### config.mk
export PLATFORM = sky130hd
export DESIGN_NAME = rsa_exp_ctrl_flat
export DESIGN_NICKNAME = d
export VERILOG_FILES = /design/src/rtl/rsa_exp_ctrl_if.sv /design/src/rtl/rsa_exp_ctrl.sv /design/src/flat_wrapper.sv
export SDC_FILE = /design/constraint.sdc
export NUM_CORES = 1
export LEC_CHECK = 0
export CAP_MARGIN = 20
export CELL_PAD_IN_SITES_DETAIL_PLACEMENT = 1
export CELL_PAD_IN_SITES_GLOBAL_PLACEMENT = 1
export CORE_ASPECT_RATIO = 0.8
export CORE_MARGIN = 10
export CORE_UTILIZATION = 35
export CTS_BUF_LIST = sky130_fd_sc_hd__clkbuf_2
export CTS_CLUSTER_SIZE = 20
export DETAILED_ROUTE_END_ITERATION = 16
export GPL_TIMING_DRIVEN = 0
export PLACE_DENSITY = 0.88
export SLEW_MARGIN = 20
export SYNTH_ARGS = -nofsm -noshare
export SYNTH_HDL_FRONTEND = slang
export SYNTH_SLANG_ARGS = --single-unit
### constraint.sdc
create_clock -name clk -period 3.5 [get_ports clk]
set_input_delay 0.7 -clock clk [delete_from_list [all_inputs] [get_ports clk]]
set_output_delay 0.7 -clock clk [all_outputs]
set_load 0.02 [all_outputs]
### src/rtl/rsa_exp_ctrl_if.sv
// Start/done handshake bundle between the exponentiation sequencer and the
// shared Montgomery multiplier.
interface rsa_exp_ctrl_if #(
  parameter int WIDTH = 8
);
  logic             mmm_start;
  logic [WIDTH-1:0] mmm_a;
  logic [WIDTH-1:0] mmm_b;
  logic [WIDTH-1:0] mmm_p;
  logic             mmm_done;
  logic [WIDTH-1:0] mmm_result;

  modport master (
    output mmm_start, mmm_a, mmm_b, mmm_p,
    input  mmm_done, mmm_result
  );

  modport slave (
    input  mmm_start, mmm_a, mmm_b, mmm_p,
    output mmm_done, mmm_result
  );
endinterface

### src/rtl/rsa_exp_ctrl.sv
// Left-to-right square-and-multiply sequencer computing c = m^e mod p by
// issuing one Montgomery multiplication per state.
module rsa_exp_ctrl #(
  parameter int WIDTH = 8
) (
  input  logic             clk,
  input  logic             rst,
  input  logic             ena,
  input  logic             start_cmd,
  input  logic             stop_cmd,
  input  logic [WIDTH-1:0] rsa_p,
  input  logic [WIDTH-1:0] rsa_e,
  input  logic [WIDTH-1:0] rsa_m,
  input  logic [WIDTH-1:0] rsa_const,
  rsa_exp_ctrl_if.master   mmm,
  output logic [WIDTH-1:0] rsa_c,
  output logic             eoc,
  output logic             busy
);

  localparam int IW = (WIDTH > 1) ? $clog2(WIDTH) : 1;
  localparam logic [IW-1:0]    I_TOP = IW'(WIDTH - 1);
  localparam logic [WIDTH-1:0] ONE   = WIDTH'(1);

  typedef enum logic [2:0] {
    IDLE, PRE_M, PRE_X, SQUARE, MULT, POST, DONE
  } state_t;

  state_t           state_reg, state_next;
  logic [IW-1:0]    i_reg, i_next;
  logic [WIDTH-1:0] p_reg, e_reg, const_reg;
  logic [WIDTH-1:0] mbar_reg, mbar_next;
  logic [WIDTH-1:0] x_reg, x_next;
  logic [WIDTH-1:0] c_reg, c_next;
  logic [WIDTH-1:0] a_reg, a_next;
  logic [WIDTH-1:0] b_reg, b_next;
  logic             start_reg, start_next;
  logic             load;
  logic             done_ok;

  // A done coinciding with our own start pulse belongs to no operation of ours.
  assign done_ok = mmm.mmm_done & ~start_reg;

  always_comb begin
    state_next = state_reg;
    i_next     = i_reg;
    mbar_next  = mbar_reg;
    x_next     = x_reg;
    c_next     = c_reg;
    a_next     = a_reg;
    b_next     = b_reg;
    start_next = 1'b0;
    load       = 1'b0;
    if (stop_cmd) begin
      state_next = IDLE;
    end else begin
      case (state_reg)
        IDLE: if (start_cmd) begin
          load       = 1'b1;
          i_next     = I_TOP;
          state_next = PRE_M;
          start_next = 1'b1;
          a_next     = rsa_m;
          b_next     = rsa_const;
        end
        PRE_M: if (done_ok) begin
          mbar_next  = mmm.mmm_result;
          state_next = PRE_X;
          start_next = 1'b1;
          a_next     = ONE;
          b_next     = const_reg;
        end
        PRE_X: if (done_ok) begin
          x_next     = mmm.mmm_result;
          state_next = SQUARE;
          start_next = 1'b1;
          a_next     = mmm.mmm_result;
          b_next     = mmm.mmm_result;
        end
        SQUARE, MULT: if (done_ok) begin
          x_next     = mmm.mmm_result;
          start_next = 1'b1;
          if (state_reg == SQUARE && e_reg[i_reg]) begin
            state_next = MULT;
            a_next     = mbar_reg;
            b_next     = mmm.mmm_result;
          end else if (i_reg == '0) begin
            state_next = POST;
            a_next     = mmm.mmm_result;
            b_next     = ONE;
          end else begin
            i_next     = i_reg - 1'b1;
            state_next = SQUARE;
            a_next     = mmm.mmm_result;
            b_next     = mmm.mmm_result;
          end
        end
        POST: if (done_ok) begin
          c_next     = mmm.mmm_result;
          state_next = DONE;
        end
        DONE:    state_next = IDLE;
        default: state_next = IDLE;
      endcase
    end
  end

  always_ff @(posedge clk) begin
    if (rst) begin
      state_reg <= IDLE;
      i_reg     <= '0;
      p_reg     <= '0;
      e_reg     <= '0;
      const_reg <= '0;
      mbar_reg  <= '0;
      x_reg     <= '0;
      c_reg     <= '0;
      a_reg     <= '0;
      b_reg     <= '0;
      start_reg <= 1'b0;
    end else if (ena) begin
      state_reg <= state_next;
      i_reg     <= i_next;
      mbar_reg  <= mbar_next;
      x_reg     <= x_next;
      c_reg     <= c_next;
      a_reg     <= a_next;
      b_reg     <= b_next;
      start_reg <= start_next;
      if (load) begin
        p_reg     <= rsa_p;
        e_reg     <= rsa_e;
        const_reg <= rsa_const;
      end
    end
  end

  assign mmm.mmm_start = start_reg & ena;
  assign mmm.mmm_a     = a_reg;
  assign mmm.mmm_b     = b_reg;
  assign mmm.mmm_p     = p_reg;
  assign rsa_c         = c_reg;
  assign eoc           = (state_reg == DONE) & ena;
  assign busy          = (state_reg != IDLE);

endmodule
### src/flat_wrapper.sv
// flat-port wrapper written by rule: the top's interface ports become plain ports
module rsa_exp_ctrl_flat 
#(
  parameter int WIDTH = 8
)
  (clk, rst, ena, start_cmd, stop_cmd, rsa_p, rsa_e, rsa_m, rsa_const, rsa_c, eoc, busy, mmm_mmm_start, mmm_mmm_a, mmm_mmm_b, mmm_mmm_p, mmm_mmm_done, mmm_mmm_result);
  rsa_exp_ctrl_if #(.WIDTH(WIDTH)) mmm_i ();
  input  logic clk;
  input  logic rst;
  input  logic ena;
  input  logic start_cmd;
  input  logic stop_cmd;
  input  logic [WIDTH-1:0] rsa_p;
  input  logic [WIDTH-1:0] rsa_e;
  input  logic [WIDTH-1:0] rsa_m;
  input  logic [WIDTH-1:0] rsa_const;
  output logic [WIDTH-1:0] rsa_c;
  output logic eoc;
  output logic busy;
  output wire logic [$bits(mmm_i.mmm_start)-1:0] mmm_mmm_start;
  output wire logic [$bits(mmm_i.mmm_a)-1:0] mmm_mmm_a;
  output wire logic [$bits(mmm_i.mmm_b)-1:0] mmm_mmm_b;
  output wire logic [$bits(mmm_i.mmm_p)-1:0] mmm_mmm_p;
  input wire logic [$bits(mmm_i.mmm_done)-1:0] mmm_mmm_done;
  input wire logic [$bits(mmm_i.mmm_result)-1:0] mmm_mmm_result;
  assign mmm_mmm_start = mmm_i.mmm_start;
  assign mmm_mmm_a = mmm_i.mmm_a;
  assign mmm_mmm_b = mmm_i.mmm_b;
  assign mmm_mmm_p = mmm_i.mmm_p;
  assign mmm_i.mmm_done = mmm_mmm_done;
  assign mmm_i.mmm_result = mmm_mmm_result;
  rsa_exp_ctrl #(.WIDTH(WIDTH)) u_core (.clk(clk), .rst(rst), .ena(ena), .start_cmd(start_cmd), .stop_cmd(stop_cmd), .rsa_p(rsa_p), .rsa_e(rsa_e), .rsa_m(rsa_m), .rsa_const(rsa_const), .mmm(mmm_i), .rsa_c(rsa_c), .eoc(eoc), .busy(busy));
endmodule
Yosys cells after proc, flatten, opt, wreduce, memory -nomap -nowiden
Index checks and enable logic that the tools add are counted.
{"block": "word_totals", "reg_bits": 63, "output_inout_bits": 35}
{"block": "op_classes", "eq_ne": 17, "n_bitwise": 5, "n_reduce_logical": 14, "muxes": 34, "order_cmp": 1, "addsub": 1}
{"operator": "8-bit two-way mux", "n": 10}
{"operator": "8-bit one-hot mux with 4 select lines", "n": 2}
{"operator": "3-bit two-way mux", "n": 12}
{"operator": "3-bit one-hot mux with 5 select lines", "n": 1}
{"operator": "7-bit AND reduction", "n": 2}
{"operator": "3-bit by 2-bit != test with 1-bit output (second input constant)", "n": 4}
{"operator": "3-bit equality test (second input constant)", "n": 3}
{"operator": "4-bit AND reduction", "n": 2}
{"operator": "3-bit by 2-bit equality test with 1-bit output (second input constant)", "n": 2}
{"operator": "3-bit zero test", "n": 2}
{"operator": "1-bit two-way mux", "n": 6}
{"operator": "2-bit by 1-bit != test with 1-bit output (second input constant)", "n": 3}
{"operator": "2-bit != test (second input constant)", "n": 3}
{"operator": "3-bit one-hot mux with 2 select lines", "n": 1}
{"operator": "6-bit AND reduction", "n": 1}
{"operator": "3-bit by 4-bit less-than comparator with 1-bit output (second input constant)", "n": 1}
{"operator": "4-bit nonzero test", "n": 1}
{"operator": "4-bit OR reduction", "n": 1}
{"operator": "1-bit AND", "n": 3}
{"operator": "1-bit binary-select mux with 3-bit select", "n": 1}
{"operator": "3-bit by 1-bit equality test with 1-bit output (second input constant)", "n": 1}
{"operator": "3-bit != test (second input constant)", "n": 1}
{"operator": "3-bit nonzero test", "n": 1}
{"operator": "3-bit by 1-bit subtractor with 3-bit output (second input constant)", "n": 1}
{"operator": "6 further kinds", "n": 7}

Depth between registers and ports, before layout
{"block": "logic_depth", "depth_word": 7, "depth_mapped": 11, "ltp_nobuf": 7}

Least setup slack after synthesis
No wires, ideal clock.
{"block": "synth_path", "path_kind": "register -> output", "startpoint": "reg u_core.state_reg[2]", "endpoint": "out eoc", "path_buffers": 3, "path_slack_ns": 1.125, "stages_incl_launch_ff": 6, "required_ns": 2.800, "arrival_ns": 1.675, "path_cell_list": "dfxtp_1 > buf_2 > buf_2 > clkbuf_1 > nand2_1 > nor3b_1"}
{"block": "synth_via", "elab_chain_cells": 2}
{"item": "start, declared", "line": "rsa_exp_ctrl.sv:29", "text": "state_t state_reg, state_next;"}
{"item": "start signal, assigned", "line": "rsa_exp_ctrl.sv:122", "text": "state_reg <= state_next;"}
{"item": "3-bit equality test", "line": "rsa_exp_ctrl.sv:143", "text": "assign eoc = (state_reg == DONE) & ena;"}
{"item": "1-bit AND", "line": "rsa_exp_ctrl.sv:143"}
{"item": "end, declared", "line": "flat_wrapper.sv:18", "text": "output logic eoc;"}
Every way passes these cells.

Final worst setup path
Ends and elaborated chain as after synthesis.

==> run_results.csv <==
group,metric,value,unit
route,drt-vias-per-instance,5.51,
logic_synthesis,avgSynthCellArea,8.17,µm²
logic_synthesis,netlist.top_cell.by_area,"dfxtp_1",
floorplanning,fp-row-count,32,
floorplanning,die-area,14100,µm²
pwr,pwr-share-comb,18.5,%
pwr,pwr_density_cell,353,nW/µm²
grt,grt.total_usage,17.9,%
grt,use_met1,22.9,%
run_status,status,"complete, no violations",
floorplanning,coreArea,9570,µm²
layout,drive_gt1_share,7.44,%
logic_synthesis,ys_warn_count,0,
floorplanning,die_x,130,µm
clocking,cts_buffers,9,
route,wirelength,12300,µm
route,drc_errors,0,
logic_synthesis,netlist_instances,418,
worst_setup_path,cp.arrival,2.61,ns
pwr,clkPwrFrac,33.6,%
sta,hold_viol,0,
worst_setup_path,cp_max_fo,19,
grt,grt_pass1_vias,3716,
clocking,cts_root_buffer,"clkbuf_2",
grt,grt_overflow_total,0,
logic_synthesis,async_flop_share,0,%
route,drt_iter0_markers,150,
logic_synthesis,syn-cell-area,3420,µm²
pwr,leakage,1.56,nW
logic_synthesis,synth_ff_type,"dfxtp_1",
pwr,swShare,29.7,%
grt,grt_use_met3,5.53,%
logic_synthesis,netlist_top_cells_area,"dfxtp_1, mux2i_1, nand2_1",
job,drv_cap,0,
clocking,cts_resized,1,
sta,setup_viol,0,
sta,tightestPinTransition,0.847,ns
worst_setup_path,r2r_setup_slack,1.09,ns
worst_setup_path,crit_type,"flop to primary output",
sta,slew_viol_final,0,
logic_synthesis,netlist-cell-type-count,57,
sta,rsz0062_at_grt,"false",
pwr,total_power,0.00158,W
clocking,cts_tree,"built",
grt,use_met2,28.8,%
logic_synthesis,synth_nets,466,
sta,finalSetupTns,0,ns
floorplanning,io_pins,81,
grt,busiest_layer,"met2",
pwr,internal_power,0.00111,W
pwr,seqPwrFrac,48.0,%
floorplanning,initial_core_util,35.7,%
pwr,ir_drop,0.178,mV
sta,timing.fmax,302,MHz
grt,grt_pass1_wl,20100,µm
clocking,htreeDepth,3,
logic_synthesis,ys_seq_elements,63,
layout,synthToLayoutAreaGrowth,31.3,%
layout,final_nets,554,
sta,layout_min_cycle_time,3.31,ns
logic_synthesis,yosysSeqAreaShare,36.9,%
route,dr.pass1.iters,4,
logic_synthesis,synth_most_common_cell,"nand2_1",
route,via_count,3472,
logic_synthesis,synth_common_cells,"nand2_1, dfxtp_1, nor2_1, a21oi_1, mux2i_1",
worst_setup_path,cp_data_required_time,2.80,ns
grt,grt_start_max_net_pins,20,
logic_synthesis,synth_edf_count,0,
placed_design,portBuffers,79,
placed_design,place_congestion,0.917,
layout,nFillCells,1146,
clocking,max-clock-path-buffers,2,
route,drt.antenna.violating_nets,0,
worst_setup_path,cp-end-kind,"primary output",
clocking,post_cts_buffers,0,
worst_setup_path,cp-start-kind,"flop",
sta,slew-limit-headroom,43.1,%
sta,fin_crit_sh,94.6,%
floorplanning,die_y,108,µm
clocking,cts_sinks,63,
clocking,clk_latency,0.52,ns
layout,antennaDiodeCount,0,
pwr,p_switching,0.000470,W
sta,finalClockSkew,0.0212,ns
placed_design,hpwl,9450,µm
min_path,hp-class,"flop to flop",
logic_synthesis,synthDominantCellAreaShare,36.9,%
route,wire_per_inst,19.5,µm
clocking,clk_pin_slew,0.18,ns
clocking,hold_buffers,0,
grt,antenna_found_initial,0,
-- through the flow --
step | setup WS, ns | hold slack, ns | std cells | utilization [%] | area [µm²]
finish | 0.188 | 0.474 | 630 | 46.9 | 4480
global route | 0.0601 | 0.503 | 630 | 46.9 | 4480
CTS | 0.0123 | 0.476 | 631 | 46.9 | 4490
detailed placement | 0.405 | 0.451 | 616 | 45.5 | 4360
global placement | 0.426 | 0.444 | 616 | 45.5 | 4360
floorplan | 1.12 | 0.432 | 418 | - | 3420
-- cell families after synthesis --
| kind of cell | Yosys count | share of synthesized area (%) |
|---|---|---|
| and+or+nand+nor | 163 | 21.3 |
| AOI/OAI and AO/OA | 115 | 24.4 |
| DFF | 63 | 36.9 |
| buffers and inverters | 38 | 4.80 |
| muxes | 35 | 11.4 |
| adders and majority gates | 3 | 1.03 |
| xor gates and xnor gates | 1 | 0.256 |
-- path summary, 6_finish.rpt --
kind	startpoint	end	cells after the start
setup / recovery	u_core.state_reg[2]	eoc	5
hold / removal	u_core.mmm.mmm_p[6]	u_core.mmm.mmm_p[6]	2
setup reg to reg	u_core.state_reg[0]	u_core.mmm.mmm_b[1]	10
hold reg to reg	u_core.mmm.mmm_p[6]	u_core.mmm.mmm_p[6]	2
-- worst max-delay path, stage by stage (launching register included) --
cell and delay, ns:
dfxtp_1 0.34, buf_2 0.20, buf_2 0.45, nand2_1 0.15, nor3b_1 0.29, clkdlybuf4s50_1 0.66
-- layout by cell type, fill, tap and decap left out, drive strengths merged, types with 4 or more instances in the layout --
| master | Yosys | layout |
|---|---|---|
| a311oi | 9 | 9 |
| nor2b | 5 | 5 |
| o21ai | 11 | 11 |
| dfxtp | 63 | 63 |
| nor3 | 8 | 8 |
| nand3 | 10 | 10 |
| clkbuf | 18 | 26 |
| o21a | 8 | 8 |
| mux2i | 29 | 29 |
| clkdlybuf4s50 | 0 | 79 |
| a21oi | 37 | 37 |
| nand2 | 72 | 72 |
| inv | 8 | 8 |
| nor2 | 51 | 51 |
| mux2 | 4 | 4 |
| buf | 11 | 11 |
| clkinv | 1 | 4 |
| o2bb2ai | 7 | 7 |
| a211oi | 9 | 9 |
| nand2b | 5 | 5 |
| a22o | 13 | 13 |
-- final cells by class --
| class | count | area, µm² | area share, % |
|---|---|---|---|
| multi-input cells | 317 | 1990 | 44.4 |
| flip-flops and latches | 63 | 1260 | 28.1 |
| repair buffers | 79 | 791 | 17.6 |
| well taps | 119 | 149 | 3.32 |
| plain buffers | 27 | 124 | 2.76 |
| clock inverters | 6 | 85.1 | 1.90 |
| clock buffers | 10 | 50.0 | 1.12 |
| inverters | 9 | 33.8 | 0.753 |
-- layer usage --
layer  vias up  part of all wire [%]
met5         -                     0
met4         0                   1.2
met3        11                   6.3
met2        90                    48
met1      1700                    44
li1       1671                     -
-- power by group through the flow --
stage          Clock, W  Combinational [W]  Sequential, W
4_1_cts        0.000543           0.000293       0.000759
2_1_floorplan         0           0.000135       0.000786
3_3_place_gp          0           0.000283       0.000772
6_report       0.000532           0.000292       0.000759
5_1_grt        0.000585           0.000319       0.000763
3_5_place_dp          0           0.000290       0.000773
Power figures use the tool's default switching activity.
